==> src/rtl/seq_alu_pkg.sv <==
// Shared definitions for the sequential ALU: opcode encodings, FSM states and
// flag bit positions.
package seq_alu_pkg;

    localparam int OPC_W = 5;

    localparam logic [OPC_W-1:0] OP_LD     = 5'b00000;
    localparam logic [OPC_W-1:0] OP_LDI    = 5'b00001;
    localparam logic [OPC_W-1:0] OP_ST     = 5'b00010;
    localparam logic [OPC_W-1:0] OP_ADD    = 5'b00011;
    localparam logic [OPC_W-1:0] OP_SUB    = 5'b00100;
    localparam logic [OPC_W-1:0] OP_AND    = 5'b00101;
    localparam logic [OPC_W-1:0] OP_OR     = 5'b00110;
    localparam logic [OPC_W-1:0] OP_SHR    = 5'b00111;
    localparam logic [OPC_W-1:0] OP_SHRA   = 5'b01000;
    localparam logic [OPC_W-1:0] OP_SHL    = 5'b01001;
    localparam logic [OPC_W-1:0] OP_ROR    = 5'b01010;
    localparam logic [OPC_W-1:0] OP_ROL    = 5'b01011;
    localparam logic [OPC_W-1:0] OP_ADDI   = 5'b01100;
    localparam logic [OPC_W-1:0] OP_ANDI   = 5'b01101;
    localparam logic [OPC_W-1:0] OP_ORI    = 5'b01110;
    localparam logic [OPC_W-1:0] OP_MUL    = 5'b01111;
    localparam logic [OPC_W-1:0] OP_DIV    = 5'b10000;
    localparam logic [OPC_W-1:0] OP_NEG    = 5'b10001;
    localparam logic [OPC_W-1:0] OP_NOT    = 5'b10010;
    localparam logic [OPC_W-1:0] OP_BRANCH = 5'b10011;

    typedef enum logic [1:0] {
        IDLE = 2'd0,
        ITER = 2'd1,
        DONE = 2'd2
    } state_e;

    localparam int FLAG_Z  = 0;
    localparam int FLAG_N  = 1;
    localparam int FLAG_C  = 2;
    localparam int FLAG_V  = 3;
    localparam int FLAG_DZ = 4;
    localparam int FLAG_W  = 5;

endpackage

==> src/rtl/seq_alu_muldiv.sv <==
// Iterative engine: radix-2 Booth multiply or non-restoring divide on operand
// magnitudes, one step per clock. The sign fix-up of the divide is folded into
// the final step, so hi_o/lo_o are valid in the same cycle that done_o is high.
module seq_alu_muldiv #(
    parameter int DATA_W = 32
) (
    input  logic              clk,
    input  logic              rst_n,
    input  logic              start_i,
    input  logic              is_div_i,
    input  logic [DATA_W-1:0] a_i,
    input  logic [DATA_W-1:0] b_i,
    output logic              done_o,
    output logic [DATA_W-1:0] hi_o,
    output logic [DATA_W-1:0] lo_o
);

    localparam int CNT_W = $clog2(DATA_W);
    localparam int AW    = DATA_W + 2;

    logic              run_q;
    logic              div_q;
    logic [CNT_W-1:0]  cnt_q;
    logic [AW-1:0]     acc_q, acc_d;
    logic [DATA_W-1:0] qr_q, qr_d;
    logic              q1_q, q1_d;
    logic [DATA_W-1:0] m_q;
    logic              sa_q, sb_q;

    logic [AW-1:0]     m_sx, m_zx, booth_sum, div_shf, div_sum;
    logic [DATA_W-1:0] rem_mag;

    assign done_o = run_q & (cnt_q == CNT_W'(DATA_W - 1));

    // One Booth or non-restoring step computed from the current registers.
    always_comb begin
        m_sx    = {{2{m_q[DATA_W-1]}}, m_q};
        m_zx    = {2'b00, m_q};
        div_shf = {acc_q[AW-2:0], qr_q[DATA_W-1]};
        div_sum = acc_q[AW-1] ? (div_shf + m_zx) : (div_shf - m_zx);
        case ({qr_q[0], q1_q})
            2'b01:   booth_sum = acc_q + m_sx;
            2'b10:   booth_sum = acc_q - m_sx;
            default: booth_sum = acc_q;
        endcase
        if (div_q) begin
            acc_d = div_sum;
            qr_d  = {qr_q[DATA_W-2:0], ~div_sum[AW-1]};
            q1_d  = q1_q;
        end else begin
            acc_d = {booth_sum[AW-1], booth_sum[AW-1:1]};
            qr_d  = {booth_sum[0], qr_q[DATA_W-1:1]};
            q1_d  = qr_q[0];
        end
    end

    // Result view of the step above: remainder restore plus sign fix-up for divide.
    always_comb begin
        rem_mag = acc_d[AW-1] ? (acc_d[DATA_W-1:0] + m_q) : acc_d[DATA_W-1:0];
        if (div_q) begin
            lo_o = (sa_q ^ sb_q) ? ('0 - qr_d) : qr_d;
            hi_o = sa_q ? ('0 - rem_mag) : rem_mag;
        end else begin
            hi_o = acc_d[DATA_W-1:0];
            lo_o = qr_d;
        end
    end

    // Operand load on start, then step until the final count.
    always_ff @(posedge clk or negedge rst_n) begin
        if (!rst_n) begin
            run_q <= 1'b0;
            div_q <= 1'b0;
            cnt_q <= '0;
            acc_q <= '0;
            qr_q  <= '0;
            q1_q  <= 1'b0;
            m_q   <= '0;
            sa_q  <= 1'b0;
            sb_q  <= 1'b0;
        end else if (start_i) begin
            run_q <= 1'b1;
            div_q <= is_div_i;
            cnt_q <= '0;
            acc_q <= '0;
            q1_q  <= 1'b0;
            sa_q  <= a_i[DATA_W-1];
            sb_q  <= b_i[DATA_W-1];
            if (is_div_i) begin
                qr_q <= a_i[DATA_W-1] ? ('0 - a_i) : a_i;
                m_q  <= b_i[DATA_W-1] ? ('0 - b_i) : b_i;
            end else begin
                qr_q <= a_i;
                m_q  <= b_i;
            end
        end else if (run_q) begin
            acc_q <= acc_d;
            qr_q  <= qr_d;
            q1_q  <= q1_d;
            cnt_q <= cnt_q + 1'b1;
            if (done_o) run_q <= 1'b0;
        end
    end

endmodule

==> src/rtl/seq_alu.sv <==
// Handshaked ALU: single-cycle ops are registered at accept, MUL/DIV are handed
// to the iterative engine and their result is registered when it finishes.
module seq_alu
    import seq_alu_pkg::*;
#(
    parameter int DATA_W = 32,
    parameter int SH_W   = 5,
    parameter int OP_W   = 5
) (
    input  logic              clk,
    input  logic              rst_n,
    input  logic              in_valid_i,
    output logic              in_ready_o,
    input  logic [OP_W-1:0]   op_code_i,
    input  logic [DATA_W-1:0] in_a_i,
    input  logic [DATA_W-1:0] in_b_i,
    input  logic              bf_i,
    output logic              out_valid_o,
    input  logic              out_ready_i,
    output logic [DATA_W-1:0] out_hi_o,
    output logic [DATA_W-1:0] out_lo_o,
    output logic              flag_z_o,
    output logic              flag_n_o,
    output logic              flag_c_o,
    output logic              flag_v_o,
    output logic              flag_dz_o,
    output logic              busy_o
);

    localparam int M = DATA_W - 1;

    state_e            state_q, state_d;
    logic              accept, iter_req, div_ovf;
    logic              eng_done;
    logic [DATA_W-1:0] eng_hi, eng_lo;

    logic [DATA_W:0]   sum_w, dif_w;
    logic [DATA_W-1:0] neg_b, rot_v;
    logic [SH_W-1:0]   sh, rot_amt;
    logic [DATA_W-1:0] res_hi, res_lo;
    logic [FLAG_W-1:0] res_fl;
    logic              known;

    logic [DATA_W-1:0] hi_q, lo_q;
    logic [FLAG_W-1:0] fl_q;
    logic              ovf_q;

    assign accept   = in_valid_i & in_ready_o;
    assign iter_req = (op_code_i == OP_MUL) | ((op_code_i == OP_DIV) & (in_b_i != '0));
    assign div_ovf  = (in_a_i == {1'b1, {M{1'b0}}}) & (in_b_i == '1);

    assign sum_w   = {1'b0, in_a_i} + {1'b0, in_b_i};
    assign dif_w   = {1'b0, in_a_i} - {1'b0, in_b_i};
    assign neg_b   = '0 - in_b_i;
    assign sh      = in_b_i[SH_W-1:0];
    // A left rotate is a right rotate by the complementary amount.
    assign rot_amt = (op_code_i == OP_ROL) ? ('0 - sh) : sh;
    assign rot_v   = DATA_W'({in_a_i, in_a_i} >> rot_amt);

    seq_alu_muldiv #(.DATA_W(DATA_W)) u_muldiv (
        .clk      (clk),
        .rst_n    (rst_n),
        .start_i  (accept & iter_req),
        .is_div_i (op_code_i == OP_DIV),
        .a_i      (in_a_i),
        .b_i      (in_b_i),
        .done_o   (eng_done),
        .hi_o     (eng_hi),
        .lo_o     (eng_lo)
    );

    // State register.
    always_ff @(posedge clk or negedge rst_n) begin
        if (!rst_n) state_q <= IDLE;
        else        state_q <= state_d;
    end

    // Next-state logic; DONE can chain straight into a new op when the result is taken.
    always_comb begin
        state_d = state_q;
        if (accept) begin
            state_d = iter_req ? ITER : DONE;
        end else begin
            case (state_q)
                ITER:    if (eng_done) state_d = DONE;
                DONE:    if (out_ready_i) state_d = IDLE;
                default: state_d = state_q;
            endcase
        end
    end

    // Handshake and status outputs decoded from the state.
    always_comb begin
        in_ready_o  = (state_q == IDLE) | ((state_q == DONE) & out_ready_i);
        out_valid_o = (state_q == DONE);
        busy_o      = (state_q == ITER);
    end

    // Single-cycle result mux and its flags.
    always_comb begin
        res_hi = '0;
        res_lo = '0;
        res_fl = '0;
        known  = 1'b1;
        case (op_code_i)
            OP_LD, OP_LDI, OP_ST: res_lo = sum_w[M:0];
            OP_ADD, OP_ADDI: begin
                res_lo         = sum_w[M:0];
                res_fl[FLAG_C] = sum_w[DATA_W];
                res_fl[FLAG_V] = (in_a_i[M] == in_b_i[M]) & (sum_w[M] != in_a_i[M]);
            end
            OP_SUB: begin
                res_lo         = dif_w[M:0];
                res_fl[FLAG_C] = ~dif_w[DATA_W];
                res_fl[FLAG_V] = (in_a_i[M] != in_b_i[M]) & (dif_w[M] != in_a_i[M]);
            end
            OP_NEG: begin
                res_lo         = neg_b;
                res_fl[FLAG_V] = in_b_i[M] & neg_b[M];
            end
            OP_NOT:          res_lo = ~in_b_i;
            OP_AND, OP_ANDI: res_lo = in_a_i & in_b_i;
            OP_OR, OP_ORI:   res_lo = in_a_i | in_b_i;
            OP_SHR:          res_lo = in_a_i >> sh;
            OP_SHRA:         res_lo = $unsigned($signed(in_a_i) >>> sh);
            OP_SHL:          res_lo = in_a_i << sh;
            OP_ROR, OP_ROL:  res_lo = rot_v;
            OP_BRANCH:       res_lo = bf_i ? sum_w[M:0] : in_a_i;
            OP_DIV: begin
                // Only the divide-by-zero case takes this single-cycle path.
                res_lo          = '1;
                res_hi          = in_a_i;
                res_fl[FLAG_DZ] = 1'b1;
            end
            OP_MUL:          res_lo = '0;
            default:         known  = 1'b0;
        endcase
        if (known) begin
            res_fl[FLAG_Z] = (res_lo == '0);
            res_fl[FLAG_N] = res_lo[M];
        end
    end

    // Output registers: load at single-cycle accept or when the engine finishes.
    always_ff @(posedge clk or negedge rst_n) begin
        if (!rst_n) begin
            hi_q  <= '0;
            lo_q  <= '0;
            fl_q  <= '0;
            ovf_q <= 1'b0;
        end else begin
            if (accept & iter_req) ovf_q <= (op_code_i == OP_DIV) & div_ovf;
            if (accept & ~iter_req) begin
                hi_q <= res_hi;
                lo_q <= res_lo;
                fl_q <= res_fl;
            end else if ((state_q == ITER) & eng_done) begin
                hi_q           <= eng_hi;
                lo_q           <= eng_lo;
                fl_q           <= '0;
                fl_q[FLAG_Z]   <= (eng_lo == '0);
                fl_q[FLAG_N]   <= eng_lo[M];
                fl_q[FLAG_V]   <= ovf_q;
            end
        end
    end

    assign out_hi_o  = hi_q;
    assign out_lo_o  = lo_q;
    assign flag_z_o  = fl_q[FLAG_Z];
    assign flag_n_o  = fl_q[FLAG_N];
    assign flag_c_o  = fl_q[FLAG_C];
    assign flag_v_o  = fl_q[FLAG_V];
    assign flag_dz_o = fl_q[FLAG_DZ];

endmodule

==> config.mk <==
export PLATFORM = sky130hd
export DESIGN_NAME = seq_alu
export DESIGN_NICKNAME = d
export VERILOG_FILES = /design/src/rtl/seq_alu_pkg.sv /design/src/rtl/seq_alu_muldiv.sv /design/src/rtl/seq_alu.sv
export SDC_FILE = /design/constraint.sdc
export NUM_CORES = 2
export LEC_CHECK = 0
export CORE_ASPECT_RATIO = 1.5
export CORE_MARGIN = 5
export CORE_UTILIZATION = 55
export CTS_BUF_LIST = sky130_fd_sc_hd__clkbuf_8
export DETAILED_ROUTE_END_ITERATION = 10
export PLACE_DENSITY = 0.76
export SLEW_MARGIN = 10
export SYNTH_ARGS = -nofsm -noshare
export SYNTH_HDL_FRONTEND = slang
export SYNTH_SLANG_ARGS = --single-unit
==> constraint.sdc <==
create_clock -name clk -period 11.54 [get_ports clk]
set_input_delay 1.731 -clock clk [delete_from_list [all_inputs] [get_ports clk]]
set_output_delay 1.731 -clock clk [all_outputs]
set_load 0.1 [all_outputs]
# After elaboration in Yosys (flattened, before gate mapping)
# Cells that the tools add are included.
# totals
inputBits	74
wordCells	146
register_bits	180
output_inout_bits	72
# op_classes
n_reduce_logical	16
n_mux	45
shifts	4
n_eq_ne	33
n_bitwise	21
add_sub_neg	13
# ops
op	count
$mux 32	18
$pmux 32 s12	1
$mux 34	4
$sub 1x32->32 const A	4
$pmux 34 s2	1
$eq 32x32->1 const B	2
$logic_not 32->1	2
$shr 64x5->32	1
$eq 5x4->1 const B	8
$add 34x32->34	1
$add 34x34->34	1
$sub 34x32->34	1
$sub 34x34->34	1
$add 32x32->33	1
$sub 32x32->33	1
$add 32x32->32	1
$and 32x32->32	1
$not 32->32	1
$or 32x32->32	1
$reduce_bool 32->1	1
$shl 32x5->32	1
$shr 32x5->32	1
$sshr 32x5->32	1
$eq 5x5->1 const B	5
30 further kinds	72

# Logic depth before layout (Yosys ltp)
# logic_depth
ltp_word	10
depth_mapped	38
ltp_nobuf	35

# By module
# From an unflattened synthesis, not the netlist that was laid out.
# hier_totals
hier_cells	4456
hier_area_um2	32612.5
# by_module_without_submodules
module	cells_per_inst	seq_area_each_um2	area_per_inst_um2	n_inst
seq_alu_muldiv	2315	2702.6	16409.5	1
seq_alu	2141	1801.7	16203.0	1

# Worst setup path after synthesis
# Ideal clock, no wire load.
# synth_path
kind	register -> register
startpoint	register u_muldiv.m_q[1]
endpoint	register hi_q[28] (netlist: out_hi_o[28])
setup_slack_ns	2.817
period_less_slack_ns	8.723
arrival_time_ns	8.581
setup_ns	0.142
path_stages_with_launch	39
n_path_buf	3
required_time_ns	11.398
path_cell_list	dfrtp_1 inv_1 ha_1 nand3_1 nor4b_1 nand2b_1 nor4_1 nor3b_1 nand2b_1 nor4_1 and3_1 nand2b_1 nor4_1 nor2_1 xor2_1 ha_1 clkbuf_1 a21o_1 [... 3 more ...] mux2_1 o311a_2 nand2_2 buf_2 clkbuf_1 nand2_1 o21ai_0 ha_1 inv_1 or4b_2 nor3_1 nand2_1 o31a_1 and4b_1 nand3_1 o41ai_1 xnor2_1 o221ai_1
# synth_between
elab_chain_cells	10
elab_cells_between_ends	14
cone_classes	6 x add/sub; 8 x mux
# synth_rtl
item	line	text
start: declaration	seq_alu_muldiv.sv:27	logic [DATA_W-1:0] m_q;
start signal: assignment	seq_alu_muldiv.sv:91	m_q <= b_i[DATA_W-1] ? ('0 - b_i) : b_i;
start signal: assignment	seq_alu_muldiv.sv:94	m_q <= b_i;
$sub 34x34->34, or another cell as far along	seq_alu_muldiv.sv:43	2'b10: booth_sum = acc_q - m_sx;
$pmux 34 s2 / $mux 34 (equally long branches)	seq_alu_muldiv.sv:41, seq_alu_muldiv.sv:40	
$mux 34	seq_alu_muldiv.sv:46	if (div_q) begin
$add 32x32->32	seq_alu_muldiv.sv:59	rem_mag = acc_d[AW-1] ? (acc_d[DATA_W-1:0] + m_q) : acc_d[DATA_W-1:0];
$mux 32	seq_alu_muldiv.sv:59	
$sub 1x32->32	seq_alu_muldiv.sv:62	hi_o = sa_q ? ('0 - rem_mag) : rem_mag;
$mux 32	seq_alu_muldiv.sv:62	
$mux 32 *	seq_alu_muldiv.sv:60	if (div_q) begin
$mux 32 *	seq_alu.sv:157	end else if ((state_q == ITER) & eng_done) begin
$mux 32 *	seq_alu.sv:153	if (accept & ~iter_req) begin
end signal: assignment	seq_alu.sv:154	hi_q <= res_hi;
end signal: assignment	seq_alu.sv:158	hi_q <= eng_hi;
end: declaration	seq_alu.sv:44	logic [DATA_W-1:0] hi_q, lo_q;
# Mark *: on every way between the ends. The rest lies on a longest branch, timed or not. The select of a mux whose other input is x is not followed.
# A chain may end at the register's enable or synchronous reset.

# Worst setup path after layout
# Same ends and word-level chain as after synthesis.

==> results.md <==
- Initial antenna violation count: 5
- Routed vias: 38700
- Pin count of the biggest net entering global routing: between 90 and 100
- Worst-case clock buffer depth: 2
- Synth Register Bits: 180
- GR Util All Layers: about half
- F_max: 102 MHz
- Layout Nets: approximately 4600
- Maximum Capacitance Violations: 0
- Total CTS buffers: 17
- Avg WL per Cell: between 30 and 40 um
- Routed Antenna Nets: 0
- Worst-skew pair later-pin latency: 0.55 ns
- Hold Path Class: flop to flop
- Crit-path slowest cell: or4b_2
- Area grow syn2layout: 7.53%
- DR DRC count: 0
- Vias in the first global route: about 38000
- Core area: about 59000 um^2
- Drt via density: approximately 7.5
- Critical Path AT: ~10 ns
- Routability Congestion: 1.15
- Chip height: just over 300 um
- Dpl hpwl: 131000 um
- 1st-iter DRT viols: roughly 5300
- Util after Layout: 59.4%
- Mapped Cells: around 4400
- Critical path fanouts, max: 9
- Worst-Margin Slew: approximately 1.4 ns
- First-pass GRT wire length: roughly 250000 um
- Post-cts sizing count: 0
- Initial core utilization: 55.2%
- Cell area after layout: approximately 35000 um^2
- Total congestion overflow: 0
- Clock slew seen by the registers of the worst setup and hold paths: 0.11 ns
- Ys async rst share: between 90% and 100%
- WP data required: 11.94 ns
- Post-CTS Setup Bufs: 0
- Synthesized net count: 4700
- Endpoints failing setup: 0
- Final Hold Viols: 0
- Seq/Total Area, Yosys: approximately 14%
- Ys Warns: 0
- CTS tree: done
- Synth area leaders: dfrtp_1, ha_1, a21oi_1
- Crit path largest cell delay: roughly 0.71 ns
- Die Area: around 64000 um^2
- Synth area leader: dfrtp_1
- Max-slew violation count: 0
- Endpoint type of the worst setup path: flop
- Post-synth top area share: between 10 and 15%
- Setup TNS: 0 ns
- Synth unique cells: 116
- Crit share post-route: a little over four fifths
- Routed wire length: about 170000 um
- Worst Clk Skew: 0.0259 ns
- Hold-fix buffers, CTS: 0
- Status: finished clean
- Syn Std Cell Area: around 32000 um^2
- Relative slew slack: 4.18%
- Most frequent cells in the layout: nand2_1, nor2_1, a21oi_1
- Die Wd: about 210 um
- Ys flop type: dfrtp_1
- TritonCTS sink count: 180
- Post-synth EDFFs: 0
- CTS H-tree lvls: 4
- RSZ-0062 raised after global routing: no
- Drt pass-1 iters: 9
- Commonest non-fill, non-tap cell in the layout: nand2_1
- CTS Root Cell: clkbuf_8
- Layout cells sized above 1: just under 9%
- CP startpoint kind: flop
- Tmin final: 9.78 ns
- Critical path class: flop to flop
- Row count: 109
- Placed instance area: approximately 34000 um^2
- # fillers: 5664
- Ports: ~150
- Port-buffer cells: approximately 150
- Syn Area/Cell: 7.36 um^2
## kinds of logic (layout without fill, tap and decap cells)
group	Yosys count	after routing	synth area share [%]
flops	180	180	13.9
simple gates	1513	1513	22.5
mux	303	303	12.8
buf+inv	514	470	6.25
compound gates	1408	1408	28.5
fa+ha+maj	214	214	8.37
other cells	0	7	0
xor+xnor	280	280	7.67
## path summary, 6_finish.rpt
kind	to	cells past startpoint	startpoint	slack (ns)
min	ovf_q$_DFFE_PN0P_	2	ovf_q$_DFFE_PN0P_	0.50
max in group asynchronous	out_lo_o[29]$_DFFE_PN0P_	3	rst_n	8.29
min in group asynchronous	out_hi_o[1]$_DFFE_PN0P_	1	rst_n	1.15
min reg2reg	ovf_q$_DFFE_PN0P_	2	ovf_q$_DFFE_PN0P_	0.50
max reg2reg	out_hi_o[28]$_DFFE_PN0P_	36	u_muldiv.m_q[1]$_DFFE_PN0P_	1.76
max	out_hi_o[28]$_DFFE_PN0P_	36	u_muldiv.m_q[1]$_DFFE_PN0P_	1.76
## layout make-up
class	instances	area (um^2)	share of cell area, %
diodes	7	17.5	0.0502
clock buffers	18	248	0.710
clock inverters	14	139	0.398
inverters	171	642	1.84
multi-input cells	3718	26000	74.5
flip-flops and latches	180	4510	12.9
well taps	777	972	2.79
repair buffers	267	2360	6.77
## cells in the mapped netlist, types with 42 or more instances
library cell / count
nand2_1: 432
nor2_1: 429
a21oi_1: 388
o21ai_0: 289
clkbuf_1: 266
ha_1: 209
xnor2_1: 190
dfrtp_1: 180
mux2i_1: 177
inv_1: 164
nor3_1: 128
nand3_1: 109
mux4_2: 86
xor2_1: 86
o211ai_1: 81
a211oi_1: 74
nand4_1: 63
a21o_1: 58
and3_1: 49
a31oi_1: 48
o22ai_1: 45
o31ai_1: 44
or3_1: 42
## state kept, by name, indices dropped and copies added, names as in the netlist
signal and cells:
u_muldiv.sb_q 1, u_muldiv.q1_q 1, u_muldiv.qr_q 32, ovf_q 1, u_muldiv.cnt_q 5, fl_q 5
u_muldiv.sa_q 1, out_hi_o 32, u_muldiv.run_q 1, state_q 2, u_muldiv.acc_q 34, out_lo_o 32
u_muldiv.div_q 1, u_muldiv.m_q 32
## metrics by stage
step	hold slack (ns)	instances	worst slack, ns
after floorplan	0.448	4412	2.82
after global placement	0.466	5111	2.14
after detailed placement	0.472	5111	1.91
after CTS	0.496	5143	1.88
after global routing	0.539	5146	1.15
final	0.497	5152	1.76
## metal layers
metal  routed length, um  GRT usage (%)  vias to the layer above  part of all wire (%)
met4               24200           54.7                        4                    14
met2               76800           82.3                     3071                    44
met1               53900           54.0                    18200                    31
met3               18500           13.2                     1146                    11
met5                  22              0                        -                 0.013
li1                    -              -                    16300                     -
## worst max-delay path: cells and delay by family, from the launching register on
kind / cells / cell delay, ns
multiplexers: 1 / 0.37
adder cells (fa/ha/maj): 3 / 0.87
AO/OA/AOI/OAI: 8 / 2.23
flip-flops: 1 / 0.45
buffers and inverters: 3 / 0.39
XOR/XNOR: 2 / 0.32
AND/OR/NAND/NOR: 19 / 5.03
Power is not shown: default switching activity piles up to over one toggle a cycle in this logic, so the estimate is an artifact.
